File: src/rtl/fifo_word_packer.sv
// fifo_word_packer: packs PACK upstream FIFO entries into one wide output word.
// Optional partial-word flush on idle timeout when PACKER_TIMEOUT_EN is defined.
`default_nettype none

module fifo_word_packer #(
  parameter int DATA_WIDTH = 8,
  parameter int PACK       = 4,
  parameter int TIMEOUT    = 16
) (
  input  logic                       clkb,
  input  logic                       reset,
  input  logic                       empty,
  output logic                       rd_en,
  input  logic [DATA_WIDTH-1:0]      rdata,
  output logic [DATA_WIDTH*PACK-1:0] m_data,
  output logic [PACK-1:0]            m_keep,
  output logic                       m_valid,
  input  logic                       m_ready
);

  localparam int            CW        = $clog2(PACK + 1);
  localparam logic [0:0]    S_FILL    = 1'b0;
  localparam logic [0:0]    S_HOLD    = 1'b1;
  localparam logic [CW:0]   PACK_W    = (CW + 1)'(PACK);
  localparam logic [CW-1:0] LAST_LANE = CW'(PACK - 1);

  logic [0:0]                 state_q, state_d;
  logic [CW-1:0]              count_q, count_d;
  logic                       inflight_q, inflight_d;
  logic                       started_q;
  logic [DATA_WIDTH*PACK-1:0] data_q, data_d;
  logic [PACK-1:0]            keep_q, keep_d;

  logic w_room;
  logic w_rd_en;
  logic w_rd_fire;

  // Reads are held off for one cycle after reset so rd_en starts low.
  assign w_room    = ({1'b0, count_q} + {{CW{1'b0}}, inflight_q}) < PACK_W;
  assign w_rd_en   = started_q && (state_q == S_FILL) && !empty && w_room;
  assign w_rd_fire = w_rd_en && !empty;

  assign rd_en   = w_rd_en;
  assign m_valid = (state_q == S_HOLD);
  assign m_keep  = keep_q;
  assign m_data  = data_q;

`ifdef PACKER_TIMEOUT_EN
  localparam logic [8:0] TIMEOUT_W = 9'(TIMEOUT);

  logic [7:0]      idle_q, idle_d;
  logic            w_flush;
  logic [PACK-1:0] w_part_keep;

  // A flush is suppressed while a read is issued so the in-flight entry is never lost.
  always_comb begin
    w_flush = (state_q == S_FILL) && (count_q != '0) && !inflight_q && !w_rd_fire &&
              (({1'b0, idle_q} + 9'd1) >= TIMEOUT_W);
    idle_d = idle_q;
    if ((state_q != S_FILL) || (count_q == '0) || inflight_q || w_flush) begin
      idle_d = '0;
    end else if (idle_q != 8'hFF) begin
      idle_d = idle_q + 8'd1;
    end
    w_part_keep = '0;
    for (int i = 0; i < PACK; i++) begin
      w_part_keep[i] = (CW'(i) < count_q);
    end
  end

  always_ff @(posedge clkb) begin
    if (reset) begin
      idle_q <= '0;
    end else begin
      idle_q <= idle_d;
    end
  end
`else
  logic w_timeout_unused;
  assign w_timeout_unused = |8'(TIMEOUT);
`endif

  always_comb begin
    state_d    = state_q;
    count_d    = count_q;
    keep_d     = keep_q;
    data_d     = data_q;
    inflight_d = w_rd_fire;
    case (state_q)
      S_FILL: begin
        if (inflight_q) begin
          for (int i = 0; i < PACK; i++) begin
            if (count_q == CW'(i)) begin
              data_d[i*DATA_WIDTH +: DATA_WIDTH] = rdata;
            end
          end
          count_d = count_q + CW'(1);
          if (count_q == LAST_LANE) begin
            state_d = S_HOLD;
            keep_d  = '1;
          end
        end
`ifdef PACKER_TIMEOUT_EN
        else if (w_flush) begin
          state_d = S_HOLD;
          keep_d  = w_part_keep;
        end
`endif
      end
      default: begin
        if (m_ready) begin
          state_d = S_FILL;
          count_d = '0;
          keep_d  = '0;
        end
      end
    endcase
  end

  always_ff @(posedge clkb) begin
    if (reset) begin
      state_q    <= S_FILL;
      count_q    <= '0;
      inflight_q <= 1'b0;
      started_q  <= 1'b0;
      data_q     <= '0;
      keep_q     <= '0;
    end else begin
      state_q    <= state_d;
      count_q    <= count_d;
      inflight_q <= inflight_d;
      started_q  <= 1'b1;
      data_q     <= data_d;
      keep_q     <= keep_d;
    end
  end

endmodule

`default_nettype wire
File: config.mk
export PLATFORM = sky130hd
export DESIGN_NAME = fifo_word_packer
export DESIGN_NICKNAME = d
export VERILOG_FILES = /design/src/rtl/fifo_word_packer.sv
export SDC_FILE = /design/constraint.sdc
export NUM_CORES = 1
export LEC_CHECK = 0
export BUFFER_PORTS_ARGS = -buffer_cell sky130_fd_sc_hd__buf_2
export CAP_MARGIN = 5
export CORE_MARGIN = 4
export CORE_UTILIZATION = 53
export CTS_CLUSTER_SIZE = 14
export DETAILED_ROUTE_END_ITERATION = 8
export PLACE_DENSITY = 0.94
export SLEW_MARGIN = 20
export SYNTH_ARGS = -nofsm -noshare
export SYNTH_HDL_FRONTEND = slang
export SYNTH_SLANG_ARGS = --single-unit
File: constraint.sdc
create_clock -name clkb -period 2.75 [get_ports clkb]
set_input_delay 0.4125 -clock clkb [delete_from_list [all_inputs] [get_ports clkb]]
set_output_delay 0.4125 -clock clkb [all_outputs]
set_load 0.1 [all_outputs]
==> impl_metrics.py, run 1 <==
metrics = {
    "critical_path": {
        "worstPathCellList": "or4b_1, a31oi_2, buf_2",
        "criticalPathCategory": "register to output pin",
        "cp-endpoint": "rd_en",
        "cpPeakStageDelay_ns": 0.55,
        "setup.worst_path.start_class": "register",
        "crit_path_start": "m_valid",
        "crit_fanout": 13,
        "crit_slowest_cell": "or4b_1",
        "required_ns": 2.34,
        "endpoint_kind": "output pin",
        "r2r_slack_ns": 1.23,
        "cp.arrival_ns": 1.94,
        "r2r-end": "m_data[13]",
        "rr_worst_depth": 4,
        "r2r_start": "count_q[0]",
    },
    "drt": {
        "post-route-drc-count": 0,
        "num_vias": 1199,
        "drt_pre_antenna_iters": 4,
        "wl_per_cell_um": 13.7,
        "drt-vias-per-instance": 5.21,
        "drtIter0Drc": 51,
        "antenna_left": 0,
        "drt_wl_total_mm": 3.14,
    },
    "global_route": {
        "grtUsageTotal": 0.182,
        "grt_antenna_before_repair": 0,
        "grt_pass1_wl_mm": 5.01,
        "grt_pass1_vias": 1128,
        "grt_max_degree": 39,
        "overflow": 0,
    },
    "cts": {
        "worst_skew_pair.late_latency_ns": 0.34,
        "cts_setup_buffers": 0,
        "clock-sinks": 39,
        "clock-root-buffer": "clkbuf_4",
        "cts.path.max_buffers": 2,
        "cts_buffers": 5,
        "cts_hold_buf": 0,
        "cts_resized": 0,
        "cts_tree": "done",
        "ctsHtreeMaxLevel": 2,
        "clk_pin_slew_worst_paths_ns": 0.12,
    },
    "floorplanning": {
        "fp.dieW_um": 61.7,
        "fp.dieH_um": 61.7,
        "placementRows": 19,
        "core_area_mm2": 0.00276,
        "io_pins": 50,
        "start_util": 0.554,
        "design.die.area_mm2": 0.00381,
    },
    "job": {
        "drv_cap": 0,
    },
    "logic_synthesis": {
        "yosys-top-cells-area": "dfxtp_1, mux2i_1, nor2_1",
        "synthesis.area_mm2": 0.00153,
        "seq_area_frac_synth": 0.511,
        "synthCells": 156,
        "synth.avg_cell_area_um2": 9.80,
        "yosysWarnings": 0,
        "synth_fp_nets": 173,
        "synth_edf_count": 0,
        "netlist_top_cells_count": "dfxtp_1, nor2_1, mux2i_1, nand2_1, a21oi_1",
        "netlist.area_leader.share": 0.511,
        "synth_largest_area_cell": "dfxtp_1",
        "synth-main-ff-cell": "dfxtp_1",
        "ys_ff_latch": 39,
        "async_reset_ff_frac": 0,
        "yosysMostFrequentCell": "dfxtp_1",
        "synth_cell_type_count": 18,
    },
    "timing": {
        "skew_ns": 0.00710,
        "setup_viol": 0,
        "fin_crit_sh": 0.857,
        "relSlewSlack": 0.560,
        "hold_slack_ns": 0.324,
        "final.setup.tns_ns": 0,
        "maxSlewViolCount": 0,
        "hold_viol_final": 0,
        "min_period_ns": 2.36,
        "postLayoutSetupSlackWorst_ns": 0.395,
        "rsz0062_at_grt": "false",
        "fmax_ghz": 0.425,
        "tightest_slew_ns": 0.659,
    },
    "finish": {
        "syn2layout_area_growth_pct": 18.6,
        "fin_area_mm2": 0.00181,
        "instances_no_fill": 230,
        "regArea_um2": 781,
        "multiInputGateArea_um2": 658,
        "fillers": 242,
        "drive_gt1_frac": 0.302,
        "antenna_cells": 0,
        "layout.nets": 216,
    },
    "power_and_ir_drop": {
        "power_leakage_nw": 0.790,
        "irDropWorstVdd_mv": 0.473,
        "pwr_density_cell_mw_per_mm2": 573,
    },
    "worst_hold_path": {
        "min_from": "rdata[1]",
        "worstHoldPathType": "input pin to register",
    },
    "placement": {
        "place_area_mm2": 0.00174,
        "detailed_place_hpwl_mm": 2.24,
        "preCtsSetupSlack_ns": 0.741,
        "gp_congestion": 0.792,
        "dp_cells": 223,
        "port_buffers": 49,
    },
    "outcome": {
        "status": "finished clean",
    },
}
## worst min path at each step
stage / to / slack (ns) / cells after the start
2_1_floorplan: count_q[1] / 0.49 / 2
3_3_place_gp: m_data[30] / 0.44 / 2
3_5_place_dp: m_data[25] / 0.44 / 2
4_1_cts: m_data[28] / 0.31 / 3
5_1_grt: m_data[28] / 0.31 / 3
6_report: m_data[25] / 0.32 / 3
## power by group
group	switching, mW	total [mW]	internal [mW]
clock	0.185	0.371	0.186
sequential	0.00569	0.578	0.572
combinational	0.0696	0.0901	0.0205
## cells by family (layout without fill, tap and decap cells)
family / count (synthesis) / count (layout) / share of synthesized area
AO/OA/AOI/OAI: 14 / 14 / 0.0507
adder cells (fa/ha/maj): 5 / 5 / 0.0409
buffers and inverters: 17 / 60 / 0.0589
flip-flops: 39 / 39 / 0.511
multiplexers: 25 / 25 / 0.164
AND/OR/NAND/NOR: 56 / 56 / 0.175
## placed cells by master, fill, tap and decap left out
| cell | count |
|---|---|
| dfxtp_1 | 39 |
| nor2_1 | 27 |
| clkbuf_4 | 5 |
| ha_1 | 5 |
| mux2i_1 | 25 |
| and2_1 | 1 |
| bufinv_16 | 1 |
| nand2b_1 | 1 |
| nor3b_1 | 2 |
| nand2_1 | 18 |
| buf_2 | 49 |
| clkinvlp_4 | 1 |
| nand3b_1 | 2 |
| and3b_1 | 1 |
| a31oi_2 | 1 |
| or4b_1 | 1 |
| a21oi_1 | 13 |
| inv_1 | 4 |
| and4bb_2 | 3 |
## worst max-delay path: cells and delay by family (launching register included)
kind	cells	cell delay (ns)
AND/OR/NAND/NOR	1	0.55
buffers and inverters	1	0.45
flip-flops	1	0.44
AO/OA/AOI/OAI	1	0.16
## sequential cells by signal, indices dropped and copies added, names as in the netlist
signal	flops
m_data	32
count_q	3
inflight_q	1
m_keep	1
m_valid	1
started_q	1
## area by class of cell
cell class	count	share of cell area
Sequential cell	39	0.431
Multi-Input combinational cell	100	0.363
Timing Repair Buffer	49	0.135
Tap cell	31	0.0214
Clock buffer	5	0.0207
Clock inverter	2	0.0207
Inverter	4	0.00828
## stage by stage
step | utilization | total power [mW]
after CTS | 0.657 | 1.05
after floorplan | - | 0.658
after global placement | 0.630 | 0.680
final | 0.657 | 1.04
after detailed placement | 0.630 | 0.681
after global routing | 0.657 | 1.08
## metal layers
metal,vias up,share of wire,global-route usage,wire length (um)
met5,-,0,0,0
met4,0,0.019,0.0818,59
met3,6,0.095,0.0579,298
met2,48,0.45,0.305,1420
met1,551,0.43,0.213,1360
li1,594,-,-,-
(Power assumes the default switching activity.)
==> inputs of run 2 (changes only) <==
--- a/config.mk
+++ b/config.mk
@@ -7,11 +7,14 @@
 export LEC_CHECK = 0
 export BUFFER_PORTS_ARGS = -buffer_cell sky130_fd_sc_hd__buf_2
 export CAP_MARGIN = 5
+export CELL_PAD_IN_SITES_DETAIL_PLACEMENT = 2
+export CELL_PAD_IN_SITES_GLOBAL_PLACEMENT = 2
 export CORE_MARGIN = 4
-export CORE_UTILIZATION = 53
+export CORE_UTILIZATION = 31
+export CTS_BUF_LIST = sky130_fd_sc_hd__clkbuf_16
 export CTS_CLUSTER_SIZE = 14
 export DETAILED_ROUTE_END_ITERATION = 8
-export PLACE_DENSITY = 0.94
+export PLACE_DENSITY = 0.93
 export SLEW_MARGIN = 20
 export SYNTH_ARGS = -nofsm -noshare
 export SYNTH_HDL_FRONTEND = slang
==> run 2 against run 1 <==
- final area is 6.0% higher
- total power is 17% higher
- hold slack better by 0.086 ns
- global-route usage is 2.8 points lower
- die area is 61% higher
- via count is 2.2% higher
- critical endpoint unchanged
- largest power group unchanged
- combinational power is 2.7% higher
==> impl_metrics.py, run 2 (synthesized netlist as in run 1, its figures left out) <==
metrics = {
    "outcome": {
        "status": "finished clean",
    },
    "cts": {
        "cts_buffers": 5,
        "cts_hold_buf": 0,
        "cts_tree": "done",
        "cts_setup_buffers": 0,
        "worst_skew_pair.late_latency_ns": 0.27,
        "cts.path.max_buffers": 2,
        "ctsHtreeMaxLevel": 2,
        "clock-sinks": 39,
        "clock-root-buffer": "clkbuf_16",
        "clk_pin_slew_worst_paths_ns": 0.06,
        "cts_resized": 0,
    },
    "floorplanning": {
        "design.die.area_mm2": 0.00612,
        "placementRows": 25,
        "core_area_mm2": 0.00475,
        "fp.dieH_um": 78.2,
        "io_pins": 50,
        "start_util": 0.322,
        "fp.dieW_um": 78.2,
    },
    "drt": {
        "wl_per_cell_um": 16.5,
        "drt-vias-per-instance": 4.61,
        "post-route-drc-count": 0,
        "drt_wl_total_mm": 4.39,
        "num_vias": 1225,
        "drt_pre_antenna_iters": 3,
        "drtIter0Drc": 37,
        "antenna_left": 0,
    },
    "timing": {
        "relSlewSlack": 0.552,
        "maxSlewViolCount": 0,
        "hold_slack_ns": 0.411,
        "final.setup.tns_ns": 0,
        "tightest_slew_ns": 0.671,
        "hold_viol_final": 0,
        "setup_viol": 0,
        "fmax_ghz": 0.434,
        "skew_ns": 0.00234,
        "min_period_ns": 2.30,
        "fin_crit_sh": 0.838,
        "rsz0062_at_grt": "false",
    },
    "critical_path": {
        "cp.arrival_ns": 1.89,
        "criticalPathCategory": "register to output pin",
        "critPathBufInv": 1,
        "crit_slowest_cell": "or4b_1",
        "required_ns": 2.34,
        "endpoint_kind": "output pin",
        "crit_family": "simple AND/OR/NAND/NOR gates",
        "setup.worst_path.start_class": "register",
        "crit_fanout": 13,
        "worstPathCellList": "or4b_1, a31oi_2, buf_2",
        "cpPeakStageDelay_ns": 0.56,
    },
    "finish": {
        "final_common_cell": "buf_2",
        "fillers": 541,
        "mostFrequentLayoutCells": "buf_2, dfxtp_1, nor2_1",
        "antenna_cells": 0,
        "drive_gt1_frac": 0.302,
        "largest_register_ffs": 32,
        "syn2layout_area_growth_pct": 25.7,
        "layout.nets": 216,
    },
    "placement": {
        "port_buffers": 49,
        "detailed_place_hpwl_mm": 3.07,
        "gp_congestion": 0.742,
    },
    "power_and_ir_drop": {
        "pwr_density_cell_mw_per_mm2": 634,
        "irDropWorstVdd_mv": 0.246,
        "power_leakage_nw": 0.822,
    },
    "job": {
        "drv_cap": 0,
    },
    "global_route": {
        "grt_pass1_vias": 1322,
        "grt_antenna_before_repair": 0,
        "grtUsageTotal": 0.154,
        "overflow": 0,
        "grt_pass1_wl_mm": 7.17,
        "grt_max_degree": 39,
    },
    "worst_hold_path": {
        "worstHoldPathType": "input pin to register",
    },
}
run 2: changes by cell type in the layout (fill, tap and decap cells not counted), sizes merged:
cell,before,now
bufinv,1,0
clkinv,0,2
clkinvlp,1,0
run 2: tightest hold or removal path, stage by stage:
cell     delay (ns)
buf_2          0.12
nand2_1        0.06
a21oi_1        0.05
run 2: final cells by class:
| cell class | instances | area (um^2) | area share |
|---|---|---|---|
| sequential | 39 | 781 | 0.406 |
| multi-input combinational | 100 | 658 | 0.342 |
| timing repair buffer | 49 | 245 | 0.128 |
| clock buffer | 5 | 125 | 0.0651 |
| tap | 67 | 83.8 | 0.0436 |
| inverter | 4 | 15.0 | 0.00781 |
| clock inverter | 2 | 13.8 | 0.00716 |
run 2: stage by stage:
| stage | cells | utilization | setup slack (ns) | total power [mW] | cell area (um^2) |
|---|---|---|---|---|---|
| 6_report | 266 | 0.404 | 0.446 | 1.22 | 1920 |
| 5_1_grt | 266 | 0.404 | 0.371 | 1.28 | 1920 |
| 4_1_cts | 266 | 0.404 | 0.438 | 1.24 | 1920 |
| 3_5_place_dp | 259 | 0.375 | 0.730 | 0.685 | 1780 |
| 3_3_place_gp | 259 | 0.375 | 0.756 | 0.683 | 1780 |
| 2_1_floorplan | 156 | - | 0.0727 | 0.658 | 1530 |
run 2: final timing paths:
path | startpoint | endpoint | slack, ns | cells after the start
worst min register to register | m_data[31] | m_data[31] | 0.45 | 2
worst max register to register | count_q[0] | m_data[16] | 1.17 | 5
worst min-delay path | rdata[7] | m_data[31] | 0.41 | 3
worst max-delay path | m_valid | rd_en | 0.45 | 3
run 2: power breakdown:
group,internal [mW],switching [mW],total (mW)
clock,0.330,0.218,0.548
sequential,0.572,0.00588,0.578
combinational,0.0206,0.0719,0.0925
run 2: metal layers:
metal	track usage	up-vias	wire [um]
met4	0.0472	0	45
met2	0.287	25	2450
met3	0.0321	4	123
li1	-	598	-
met5	0	-	0
met1	0.174	598	1770
==> inputs of run 3 (changes only) <==
--- a/config.mk
+++ b/config.mk
@@ -5,16 +5,17 @@
 export SDC_FILE = /design/constraint.sdc
 export NUM_CORES = 1
 export LEC_CHECK = 0
+export ABC_AREA = 1
 export BUFFER_PORTS_ARGS = -buffer_cell sky130_fd_sc_hd__buf_2
 export CAP_MARGIN = 5
 export CELL_PAD_IN_SITES_DETAIL_PLACEMENT = 2
 export CELL_PAD_IN_SITES_GLOBAL_PLACEMENT = 2
 export CORE_MARGIN = 4
-export CORE_UTILIZATION = 31
+export CORE_UTILIZATION = 24
 export CTS_BUF_LIST = sky130_fd_sc_hd__clkbuf_16
 export CTS_CLUSTER_SIZE = 14
 export DETAILED_ROUTE_END_ITERATION = 8
-export PLACE_DENSITY = 0.93
+export PLACE_DENSITY = 0.84
 export SLEW_MARGIN = 20
 export SYNTH_ARGS = -nofsm -noshare
 export SYNTH_HDL_FRONTEND = slang
==> constraint.sdc (replaced) <==
create_clock -name clkb -period 2.1 [get_ports clkb]
set_input_delay 0.315 -clock clkb [delete_from_list [all_inputs] [get_ports clkb]]
set_output_delay 0.315 -clock clkb [all_outputs]
set_load 0.1 [all_outputs]
==> run 3 against run 2 <==
- synthesized cell count rose by 44%
- cell count increased by 31%
- core utilization decreased by 8.5 points
- via count is 31% higher
- clock power rose by 28%
- routed wire length grew 18%
==> impl_metrics.py, run 3 <==
metrics = {
    "floorplanning": {
        "io_pins": 50,
        "placementRows": 29,
        "design.die.area_mm2": 0.00822,
        "core_area_mm2": 0.00649,
        "fp.dieH_um": 90.6,
        "start_util": 0.252,
        "fp.dieW_um": 90.6,
    },
    "logic_synthesis": {
        "yosys-top-cells-area": "dfxtp_1, nor2_1, nand3_1",
        "async_reset_ff_frac": 0,
        "netlist.area_leader.share": 0.476,
        "yosysMostFrequentCell": "nor2_1",
        "synth_cell_type_count": 18,
        "synthCells": 224,
        "synth.avg_cell_area_um2": 7.32,
        "synth-compound-area-share": 0.0672,
        "synth-simple-area-share": 0.340,
        "synth_largest_area_cell": "dfxtp_1",
        "synth_top_family_by_area": "simple AND/OR/NAND/NOR gates",
        "netlist_top_cells_count": "nor2_1, dfxtp_1, nand2_1, nand3_1, inv_1",
        "yosysWarnings": 0,
        "seq_area_frac_synth": 0.476,
        "ys_ff_latch": 39,
        "synth_edf_count": 0,
        "synthesis.area_mm2": 0.00164,
        "synth_mux_area_frac": 0,
        "synth_xor_area_frac": 0,
        "synth_fp_nets": 241,
        "synthAdderAreaFrac": 0.0382,
        "synth-main-ff-cell": "dfxtp_1",
    },
    "drt": {
        "met1Wirelength_mm": 2.37,
        "met2_length_mm": 2.49,
        "routed-wl-met3_um": 225,
        "drtIter0Drc": 43,
        "wl_per_cell_um": 14.9,
        "num_vias": 1602,
        "top_layer": "met4",
        "drt_pre_antenna_iters": 4,
        "drt-vias-per-instance": 4.60,
        "drt_wl_total_mm": 5.17,
        "post-route-drc-count": 0,
        "antenna_left": 0,
    },
    "placement": {
        "dp_cells": 342,
        "port_buffers": 49,
        "gp_congestion": 0.755,
        "detailed_place_hpwl_mm": 3.96,
    },
    "power_and_ir_drop": {
        "irDropWorstVdd_mv": 0.280,
        "power.share.clock": 0.419,
        "pwr_density_cell_mw_per_mm2": 804,
        "switching_power_uw": 450,
        "power.total_mw": 1.67,
        "p_comb_frac": 0.123,
        "power_leakage_nw": 1.00,
        "pwr-share-seq": 0.458,
        "p_sw_frac": 0.270,
        "p_int_mw": 1.22,
    },
    "critical_path": {
        "crit_fanout": 5,
        "required_ns": 1.78,
        "rr_worst_depth": 5,
        "r2r_start": "count_q[1]",
        "setup.worst_path.start_class": "register",
        "r2r_slack_ns": 0.41,
        "criticalPathCategory": "register to output pin",
        "cp.arrival_ns": 1.46,
        "r2r-end": "m_data[29]",
        "endpoint_kind": "output pin",
    },
    "cts": {
        "clk_pin_slew_worst_paths_ns": 0.06,
        "cts_resized": 0,
        "cts_setup_buffers": 0,
        "clock-root-buffer": "clkbuf_16",
        "cts_tree": "done",
        "clock-sinks": 39,
        "cts.path.max_buffers": 2,
        "cts_buffers": 5,
        "ctsHtreeMaxLevel": 2,
        "worst_skew_pair.late_latency_ns": 0.28,
        "cts_hold_buf": 0,
    },
    "finish": {
        "antenna_cells": 0,
        "final_util": 0.319,
        "largest_register_ffs": 32,
        "mostFrequentLayoutCells": "nor2_1, buf_2, dfxtp_1",
        "syn2layout_area_growth_pct": 26.6,
        "drive_gt1_frac": 0.240,
        "final_common_cell": "nor2_1",
        "instances_no_fill": 348,
        "fillers": 797,
        "layout.nets": 289,
    },
    "timing": {
        "final.setup.tns_ns": 0,
        "skew_ns": 0.00469,
        "fmax_ghz": 0.564,
        "maxSlewViolCount": 0,
        "min_period_ns": 1.77,
        "fin_crit_sh": 0.844,
        "relSlewSlack": 0.599,
        "tightest_slew_ns": 0.600,
        "hold_viol_final": 0,
        "setup_viol": 0,
        "rsz0062_at_grt": "false",
    },
    "global_route": {
        "grt_antenna_before_repair": 0,
        "grt_max_degree": 34,
        "grtUsageTotal": 0.131,
        "overflow": 0,
        "grt_pass1_wl_mm": 8.45,
        "grt_pass1_vias": 1727,
    },
    "job": {
        "drv_cap": 0,
    },
    "worst_hold_path": {
        "holdPathStages": 2,
        "whs_endpoint": "started_q",
        "min_from": "reset",
        "worstHoldPathType": "input pin to register",
    },
    "outcome": {
        "status": "finished clean",
    },
}
[run 3: critical path, stage by stage, from the launching register on]
cell	delay (ns)
dfxtp_1	0.34
inv_1	0.14
nand3_1	0.16
nor2_4	0.10
buf_2	0.42
[run 3: layer usage]
| metal | GRT usage | vias up |
|---|---|---|
| li1 | - | 800 |
| met4 | 0.0497 | 0 |
| met5 | 0 | - |
| met2 | 0.225 | 35 |
| met3 | 0.0325 | 6 |
| met1 | 0.157 | 761 |
[run 3: worst max path at each step]
stage / startpoint / endpoint / slack [ns] / cells past startpoint
after floorplan: m_valid / rd_en / 0.26 / 3
after global placement: count_q[0] / m_data[27] / 0.51 / 5
after detailed placement: count_q[1] / m_data[28] / 0.41 / 5
after CTS: count_q[2] / rd_en / 0.31 / 4
after global routing: count_q[0] / m_data[26] / 0.21 / 5
final: count_q[2] / rd_en / 0.33 / 4
[run 3: power groups by stage]
stage	registers (mW)	clock network, mW	logic [mW]
final	0.763	0.699	0.205
after global routing	0.765	0.758	0.224
after CTS	0.763	0.730	0.210
after detailed placement	0.779	0	0.209
after global placement	0.779	0	0.204
after floorplan	0.856	0	0.0780
[run 3: per-stage QoR]
stage	setup slack, ns	hold WS (ns)	area, um^2
after floorplan	0.263	0.384	1650
after global placement	0.514	0.459	1950
after detailed placement	0.409	0.474	1950
after CTS	0.307	0.296	2070
after global routing	0.214	0.307	2070
final	0.328	0.293	2070
[run 3: layout make-up]
cell class                      instances  area, um^2  area share
Clock inverter                          1        3.75     0.00181
Timing Repair Buffer                   51         260       0.125
Sequential cell                        39         781       0.376
Clock buffer                            5         125      0.0603
Tap cell                               77        96.3      0.0464
Inverter                               19        71.3      0.0344
Multi-Input combinational cell        156         737       0.355
[run 3: cell families (layout without fill, tap and decap cells)]
family | Yosys count | count (layout)
compound gates | 22 | 22
fa+ha+maj | 5 | 5
buf+inv | 29 | 76
flops | 39 | 39
simple gates | 129 | 129
